<file path="src/rtl/secded_decoder.sv">
// secded_decoder: reads extended Hamming (16,11) code words from data memory,
// corrects single-bit errors, flags double-bit errors and writes the 11-bit
// messages back with a 2-bit status in the top bits of the high byte.
//
// Memory handshake: there is no valid/ready pair. A read is a combinational
// lookup, so mem_rdata belongs to the mem_addr shown in the same cycle and is
// sampled on the edge that ends RD_LO or RD_HI. A write happens on every
// rising edge where mem_we is high, using mem_addr/mem_wdata from that cycle.
module secded_decoder #(
   parameter int SRC_BASE  = 30,
   parameter int DST_BASE  = 0,
   parameter int NUM_WORDS = 15
) (
   input  logic       clk,
   input  logic       reset,
   output logic [7:0] mem_addr,
   input  logic [7:0] mem_rdata,
   output logic       mem_we,
   output logic [7:0] mem_wdata,
   output logic       done,
   output logic [6:0] err1_cnt,
   output logic [6:0] err2_cnt,
   output logic [2:0] state_dbg
);

   localparam logic [7:0] SRC_B    = 8'(SRC_BASE);
   localparam logic [7:0] DST_B    = 8'(DST_BASE);
   localparam logic [5:0] LAST_IDX = 6'(NUM_WORDS - 1);
   localparam logic [6:0] CNT_MAX  = 7'd127;

   typedef enum logic [2:0] {
      IDLE  = 3'd0,
      RD_LO = 3'd1,
      RD_HI = 3'd2,
      DEC   = 3'd3,
      WR_LO = 3'd4,
      WR_HI = 3'd5,
      DONE  = 3'd6
   } state_t;

   state_t      state, state_nx;
   logic [5:0]  idx;
   logic [7:0]  lo_reg, hi_reg;
   logic [7:0]  out_lo, out_hi;

   logic [15:0] word;
   logic [3:0]  syn;
   logic        par;
   logic [1:0]  flags;
   logic [15:0] flip_mask;
   logic [15:0] fixed;
   logic [7:0]  byte_off;

   assign state_dbg = state;

   // Byte offset of word idx inside its source or destination region.
   assign byte_off = {1'b0, idx, 1'b0};

   // State register; reset returns to IDLE and release starts a run.
   always_ff @(posedge clk or posedge reset) begin
      if (reset) state <= IDLE;
      else       state <= state_nx;
   end

   // Next-state logic for the per-word read/decode/write sequence.
   always_comb begin
      state_nx = state;
      case (state)
         IDLE:    state_nx = RD_LO;
         RD_LO:   state_nx = RD_HI;
         RD_HI:   state_nx = DEC;
         DEC:     state_nx = WR_LO;
         WR_LO:   state_nx = WR_HI;
         WR_HI:   state_nx = (idx == LAST_IDX) ? DONE : RD_LO;
         DONE:    state_nx = DONE;
         default: state_nx = IDLE;
      endcase
   end

   // Word index: cleared in IDLE, advanced after the high byte is written.
   always_ff @(posedge clk or posedge reset) begin
      if (reset)                                  idx <= '0;
      else if (state == IDLE)                     idx <= '0;
      else if (state == WR_HI && idx != LAST_IDX) idx <= idx + 6'd1;
   end

   // Syndrome, overall parity, classification and correction of the held word.
   // Each syndrome bit is the parity of the positions whose index has that bit set.
   always_comb begin
      word      = {hi_reg, lo_reg};
      syn[0]    = ^(word & 16'hAAAA);
      syn[1]    = ^(word & 16'hCCCC);
      syn[2]    = ^(word & 16'hF0F0);
      syn[3]    = ^(word & 16'hFF00);
      par       = ^word;
      flags     = 2'b00;
      flip_mask = '0;
      if (par) begin
         flags = 2'b01;
         if (syn != 4'd0) flip_mask = 16'd1 << syn;
      end else if (syn != 4'd0) begin
         flags = 2'b10;
      end
      fixed = word ^ flip_mask;
   end

   // Capture the two code bytes, then register the decoded bytes in DEC.
   always_ff @(posedge clk or posedge reset) begin
      if (reset) begin
         lo_reg <= '0;
         hi_reg <= '0;
         out_lo <= '0;
         out_hi <= '0;
      end else begin
         if (state == RD_LO) lo_reg <= mem_rdata;
         if (state == RD_HI) hi_reg <= mem_rdata;
         if (state == DEC) begin
            out_lo <= {fixed[12], fixed[11], fixed[10], fixed[9],
                       fixed[7],  fixed[6],  fixed[5],  fixed[3]};
            out_hi <= {flags, 3'b000, fixed[15], fixed[14], fixed[13]};
         end
      end
   end

   // Saturating error counters, bumped once per classified word.
   always_ff @(posedge clk or posedge reset) begin
      if (reset) begin
         err1_cnt <= '0;
         err2_cnt <= '0;
      end else if (state == DEC) begin
         if (flags == 2'b01 && err1_cnt != CNT_MAX) err1_cnt <= err1_cnt + 7'd1;
         if (flags == 2'b10 && err2_cnt != CNT_MAX) err2_cnt <= err2_cnt + 7'd1;
      end
   end

   // Memory port and done decode purely from state, so reset clears them at once.
   always_comb begin
      mem_addr  = '0;
      mem_we    = 1'b0;
      mem_wdata = '0;
      done      = 1'b0;
      case (state)
         RD_LO: mem_addr = SRC_B + byte_off;
         RD_HI: mem_addr = SRC_B + byte_off + 8'd1;
         DEC:   mem_addr = SRC_B + byte_off + 8'd1;
         WR_LO: begin
            mem_we    = 1'b1;
            mem_addr  = DST_B + byte_off;
            mem_wdata = out_lo;
         end
         WR_HI: begin
            mem_we    = 1'b1;
            mem_addr  = DST_B + byte_off + 8'd1;
            mem_wdata = out_hi;
         end
         DONE:    done = 1'b1;
         default: ;
      endcase
   end

endmodule

</file>
<file path="config.mk">
export PLATFORM = sky130hd
export DESIGN_NAME = secded_decoder
export DESIGN_NICKNAME = d
export VERILOG_FILES = /design/src/rtl/secded_decoder.sv
export SDC_FILE = /design/constraint.sdc
export NUM_CORES = 1
export LEC_CHECK = 0
export ABC_CLOCK_PERIOD_IN_PS = 2910
export CAP_MARGIN = 30
export CELL_PAD_IN_SITES_DETAIL_PLACEMENT = 0
export CELL_PAD_IN_SITES_GLOBAL_PLACEMENT = 1
export CORE_UTILIZATION = 41
export CTS_CLUSTER_SIZE = 10
export DETAILED_ROUTE_END_ITERATION = 8
export GPL_TIMING_DRIVEN = 0
export PLACE_DENSITY_LB_ADDON = 0.3
export SLEW_MARGIN = 5
export SYNTH_ARGS = -nofsm -noshare
export SYNTH_HDL_FRONTEND = slang
export SYNTH_SLANG_ARGS = --single-unit
export TNS_END_PERCENT = 10
</file>
<file path="constraint.sdc">
create_clock -name clk -period 2.91 [get_ports clk]
set_input_delay 0.4365 -clock clk [delete_from_list [all_inputs] [get_ports clk]]
set_output_delay 0.4365 -clock clk [all_outputs]
set_load 0.05 [all_outputs]
</file>
==> impl_metrics.yaml, run 1 <==
run_status:
  status: "complete, no violations"
placed_design:
  portBuffers: 44
  placed_area_sq_mm: 0.00351
  pre_cts_ws_ns: -0.0742
  place_hpwl_mm: 4.57
  gp_congestion: 0.811
finish:
  antennaDiodeCount: 0
  layout-drive-gt1-share: 0.118
  final_cell_mix: "52 x dfrtp_1, 48 x nand2_1, 39 x clkdlybuf4s50_1"
  layout.nets: 370
  final_cell_area_sq_mm: 0.00359
  final_util: 0.525
  nFillCells: 670
  layout_commonest_cell: "dfrtp_1"
  areaGrowthSynthToFinish_pct: 22.8
sta:
  worstMarginPinSlew_ns: 0.815
  setup_ws_ns: 0.148
  skew_ns: 0.00788
  fin_crit_sh: 0.949
  drv_slew: 0
  setup_viol: 0
  relSlewSlack: 0.455
  max_freq_ghz: 0.362
  period_needed_ns: 2.76
  finalHoldViolations: 0
  rsz0062_at_grt: "no"
  tns_ns: 0
die:
  initial_core_util: 0.427
  core_sq_mm: 0.00683
  die_height_um: 86.4
  dieArea_sq_mm: 0.00746
  die_w_um: 86.4
  num_rows: 30
  ios: 45
grt:
  grt_pass1_wl_mm: 10.1
  gr-total-overflow: 0
  grt_pass1_vias: 2131
  track_usage: 0.174
  grt_max_degree: 42
  antenna_found_initial: 0
logic_synthesis:
  synthCells: 304
  netlist.top_cell.by_area: "dfrtp_1"
  syn_nets: 319
  synth_area_leaders: "dfrtp_1 45%, xnor2_1 8.4%, mux2_2 7.3%"
  synth-seq-cells: 52
  synthDistinctLibCells: 34
  netlist_area_sq_mm: 0.00292
  ys_warn_count: 0
  seq_area_frac_synth: 0.446
  synth_area_per_cell_sq_um: 9.61
  yosysTopAreaCellShare: 0.446
clocking:
  hold_buffers: 0
  clk_pin_slew_ns: 0.10
  worstSkewPairLatency_ns: 0.31
  cts_buffer_depth: 2
  clkSinkCount: 52
  root_buffer: "clkbuf_8"
  htreeDepth: 2
  cts_tree: "built"
  cts-buffers-inserted: 5
  postCtsSetupBuffers: 0
route:
  ant_nets: 0
  drc_errors: 0
  routedWlPerCell_um: 13.3
  vias: 2246
  avgViaCountPerCell: 4.97
  drtPass1Iterations: 4
  finalWirelength_mm: 5.99
  drt_iter0_markers: 66
power_and_ir_drop:
  p_leak_nw: 1.51
  fin_total_pwr_mw: 2.10
  powerDensity_mw_per_mm2: 586
  ir_drop_v: 0.000480
job:
  cap_violations: 0
setup_path:
  crit_required_ns: 2.47
  arrival_ns: 2.33
  rr_worst_depth: 7
  crit_path_end_kind: "primary output"
  cp-start-kind: "flip-flop"
  cp_max_fo: 10
  worstSetupPathType: "flip-flop to primary output"
worst_hold_path:
  min_path_type: "primary input to asynchronous set/reset pin"
==> repair_timing <==
| action | 4_1_cts | 5_1_grt |
|---|---|---|
| endpoints found under the setup margin | 7 | 3 |
| gates resized for setup | 6 | 5 |
| cloned | 0 | 0 |
==> critical path, cell delays in order, from the launching register on <==
cell and delay [ns]:
dfrtp_1 0.42, clkbuf_1 0.21, nand2b_1 0.38, inv_1 0.19, clkdlybuf4s50_1 0.82
==> per-stage QoR <==
step,hold slack (ns),cells
after floorplan,0.442,304
after global placement,0.460,444
after detailed placement,0.469,445
after CTS,0.373,452
after global routing,0.388,452
final,0.368,452
==> report_power, final <==
part | switching, mW | leakage (nW) | internal [mW]
clock network | 0.249 | 0.0404 | 0.171
registers | 0.0962 | 0.630 | 0.821
logic | 0.473 | 0.842 | 0.290
==> synth_stat cells <==
library cell,instances
a41o_2,1
or3_1,2
dfrtp_1,52
a21o_1,1
or2b_1,1
o31ai_1,1
ha_1,5
o221a_2,1
xor2_1,23
mux2_2,19
and3_1,8
and2_1,2
o22ai_1,7
xnor2_1,28
nor3_1,5
or2b_2,1
and3_2,1
a22oi_1,1
nand2_1,48
nand3_1,10
nand4_1,4
buf_1,1
o21ai_0,23
xnor2_2,1
clkbuf_1,9
a21oi_1,4
nand4_2,1
nor2b_1,1
or2_2,2
mux2i_1,6
inv_1,8
nor3_2,1
nand2b_1,4
nor2_1,22
==> logic make-up (layout without fill, tap and decap cells) <==
logic type / count (synthesis) / after routing / share of synthesized area
AOI/OAI and AO/OA: 39 / 39 / 0.0767
xor gates and xnor gates: 52 / 52 / 0.159
adders and majority gates: 5 / 5 / 0.0214
buffers and inverters: 18 / 70 / 0.0231
DFF: 52 / 52 / 0.446
muxes: 25 / 25 / 0.0938
and+or+nand+nor: 113 / 113 / 0.181
==> layout make-up <==
type / instances / area [sq um] / share of cell area
Sequential cell: 52 / 1300 / 0.363
Clock inverter: 3 / 23.8 / 0.00663
Buffer: 9 / 35.0 / 0.00977
Tap cell: 96 / 120 / 0.0335
Clock buffer: 5 / 68.8 / 0.0192
Multi-Input combinational cell: 234 / 1560 / 0.434
Timing Repair Buffer: 45 / 450 / 0.126
Inverter: 8 / 30.0 / 0.00837
==> worst paths after layout <==
kind                         startpoint            to  slack [ns]
max reg2reg                   lo_reg[6]   err1_cnt[1]        0.46
max                        state_dbg[1]        mem_we        0.15
min                               reset  state_dbg[2]        0.37
max in group asynchronous         reset     hi_reg[5]        2.04
min in group clk              out_lo[7]     out_lo[7]        0.49
min reg2reg                   out_lo[7]     out_lo[7]        0.49
==> routing by layer <==
layer | track usage | part of all wire | up-vias
met5 | 0 | 0 | -
met2 | 0.291 | 0.48 | 37
met3 | 0.0324 | 0.030 | 6
li1 | - | - | 1125
met4 | 0.0470 | 0.011 | 0
met1 | 0.234 | 0.48 | 1078
Note: power is estimated with default switching activity, not from simulation.
==> inputs of run 2 (changes only) <==
ABC_CLOCK_PERIOD_IN_PS = 2840   (was 2910)
CTS_CLUSTER_DIAMETER = 200   (was unset)
clock period = 2.84 ns   (was 2.91 ns; I/O delays follow)
==> run 2 against run 1 <==
Against the previous run: hold slack worse by 0.011 ns; highest routed layer unchanged; power is 2.5% higher; critical path depth unchanged; critical endpoint is now mem_wdata[4]; register-to-register slack got worse by 0.07 ns; clock-buffer cell count unchanged; largest cell class unchanged; critical path type unchanged; die area unchanged.
==> impl_metrics.yaml, run 2 (synthesized netlist as in run 1, its figures left out) <==
run_status:
  status: "complete, no violations"
die:
  die_height_um: 86.4
  num_rows: 30
  die_w_um: 86.4
  initial_core_util: 0.427
  dieArea_sq_mm: 0.00746
  ios: 45
  core_sq_mm: 0.00683
route:
  routedWlPerCell_um: 13.3
  finalWirelength_mm: 5.99
  avgViaCountPerCell: 4.97
  drc_errors: 0
  drt_iter0_markers: 64
  ant_nets: 0
  vias: 2245
  drtPass1Iterations: 4
power_and_ir_drop:
  ir_drop_v: 0.000492
  fin_total_pwr_mw: 2.15
  p_switching_mw: 0.838
  power_frac_seq: 0.437
  p_leak_nw: 1.54
  power.share.combinational: 0.363
  powerDensity_mw_per_mm2: 599
  switching_share: 0.389
  power_frac_clock: 0.200
  p_int_mw: 1.31
setup_path:
  cp-start-kind: "flip-flop"
  rr_worst_depth: 7
  worstSetupPathType: "flip-flop to primary output"
  r2r-end: "err1_cnt[1]"
  rrSetupSlack_ns: 0.39
  crit_required_ns: 2.41
  crit_path_end_kind: "primary output"
  arrival_ns: 2.24
  slowest_stage: "clkdlybuf4s50_1"
  worstPathCellList: "buf_2, nor2_1, and3_1, clkdlybuf4s50_1"
  cp_max_fo: 10
  startpoint: "state_dbg[0]"
  cp-endpoint: "mem_wdata[4]"
  r2r_start: "lo_reg[6]"
  crit_cells: 4
  cp_num_buf_inv: 2
  cp_top_family: "buffers and inverters"
  slowest_delay_ns: 0.80
clocking:
  htreeDepth: 2
  postCtsSetupBuffers: 0
  cts_buffer_depth: 2
  cts-buffers-inserted: 5
  clk_pin_slew_ns: 0.10
  root_buffer: "clkbuf_8"
  hold_buffers: 0
  cts_tree: "built"
  clkSinkCount: 52
  worstSkewPairLatency_ns: 0.31
finish:
  multi_input_area_sq_mm: 0.00156
  layout-drive-gt1-share: 0.121
  layout_commonest_cell: "dfrtp_1"
  areaGrowthSynthToFinish_pct: 22.9
  seqCellArea_sq_mm: 0.00130
  layout.nets: 370
  antennaDiodeCount: 0
  nFillCells: 671
  final_cell_mix: "52 x dfrtp_1, 48 x nand2_1, 37 x clkdlybuf4s50_1"
placed_design:
  portBuffers: 44
  place_hpwl_mm: 4.57
  gp_congestion: 0.811
  pre_cts_ws_ns: -0.134
sta:
  setup_ws_ns: 0.176
  setup_viol: 0
  relSlewSlack: 0.455
  fin_crit_sh: 0.938
  finalHoldViolations: 0
  period_needed_ns: 2.66
  rsz0062_at_grt: "no"
  max_freq_ghz: 0.375
  worstMarginPinSlew_ns: 0.815
  drv_slew: 0
  skew_ns: 0.00771
grt:
  antenna_found_initial: 0
  grt_max_degree: 42
  grt_pass1_wl_mm: 10.1
  grt_pass1_vias: 2131
  gr-total-overflow: 0
  track_usage: 0.174
worst_hold_path:
  min_path_type: "primary input to asynchronous set/reset pin"
job:
  cap_violations: 0
run 2: power groups by stage:
stage / registers [mW] / logic [mW] / clock network (mW)
6_report: 0.940 / 0.782 / 0.430
5_1_grt: 0.958 / 0.847 / 0.477
4_1_cts: 0.942 / 0.788 / 0.441
3_5_place_dp: 0.956 / 0.785 / 0
3_3_place_gp: 0.955 / 0.772 / 0
2_1_floorplan: 1.13 / 0.368 / 0
run 2: per-layer routing:
metal / GRT usage / wire length (um)
met1: 0.234 / 2880
met2: 0.291 / 2860
met3: 0.0324 / 176
met4: 0.0470 / 68
met5: 0 / 0
run 2: through the flow:
step	cell area [sq um]	hold WS (ns)	util	setup TNS, ns	std cells
finish	3590	0.358	0.525	0	452
global route	3590	0.378	0.525	0	452
floorplan	2930	0.442	-	-0.229	304
CTS	3590	0.363	0.525	0	452
global placement	3490	0.460	0.510	-0.169	444
detailed placement	3510	0.469	0.513	-0.171	445
run 2: worst min path at each step:
stage / start / end / slack (ns) / depth (start not counted)
after global placement: out_lo[4] / out_lo[4] / 0.46 / 2
final: reset / state_dbg[2] / 0.36 / 2
after floorplan: out_lo[3] / out_lo[3] / 0.44 / 2
after detailed placement: out_lo[7] / out_lo[7] / 0.47 / 2
after CTS: reset / idx[2] / 0.36 / 2
after global routing: reset / state_dbg[2] / 0.38 / 2
run 2: worst reg2reg max path, cell delays in order, from the launching register on:
cell and delay [ns]:
dfrtp_1 0.47, xnor2_1 0.18, xnor2_1 0.50, xnor2_1 0.20
xnor2_2 0.20, nor2_1 0.33, nand2_1 0.17, mux2_2 0.29
run 2: area by class of cell:
| class | count | share of cell area |
|---|---|---|
| multi-input cells | 234 | 0.434 |
| clock buffers | 5 | 0.0192 |
| repair buffers | 45 | 0.126 |
| flip-flops and latches | 52 | 0.362 |
| clock inverters | 3 | 0.00662 |
| well taps | 96 | 0.0335 |
| plain buffers | 9 | 0.00976 |
| inverters | 8 | 0.00837 |
run 2: repair_timing:
action,4_1_cts,5_1_grt
resized for setup,7,9
setup endpoints to repair,8,11
endpoints found under the hold margin,0,0
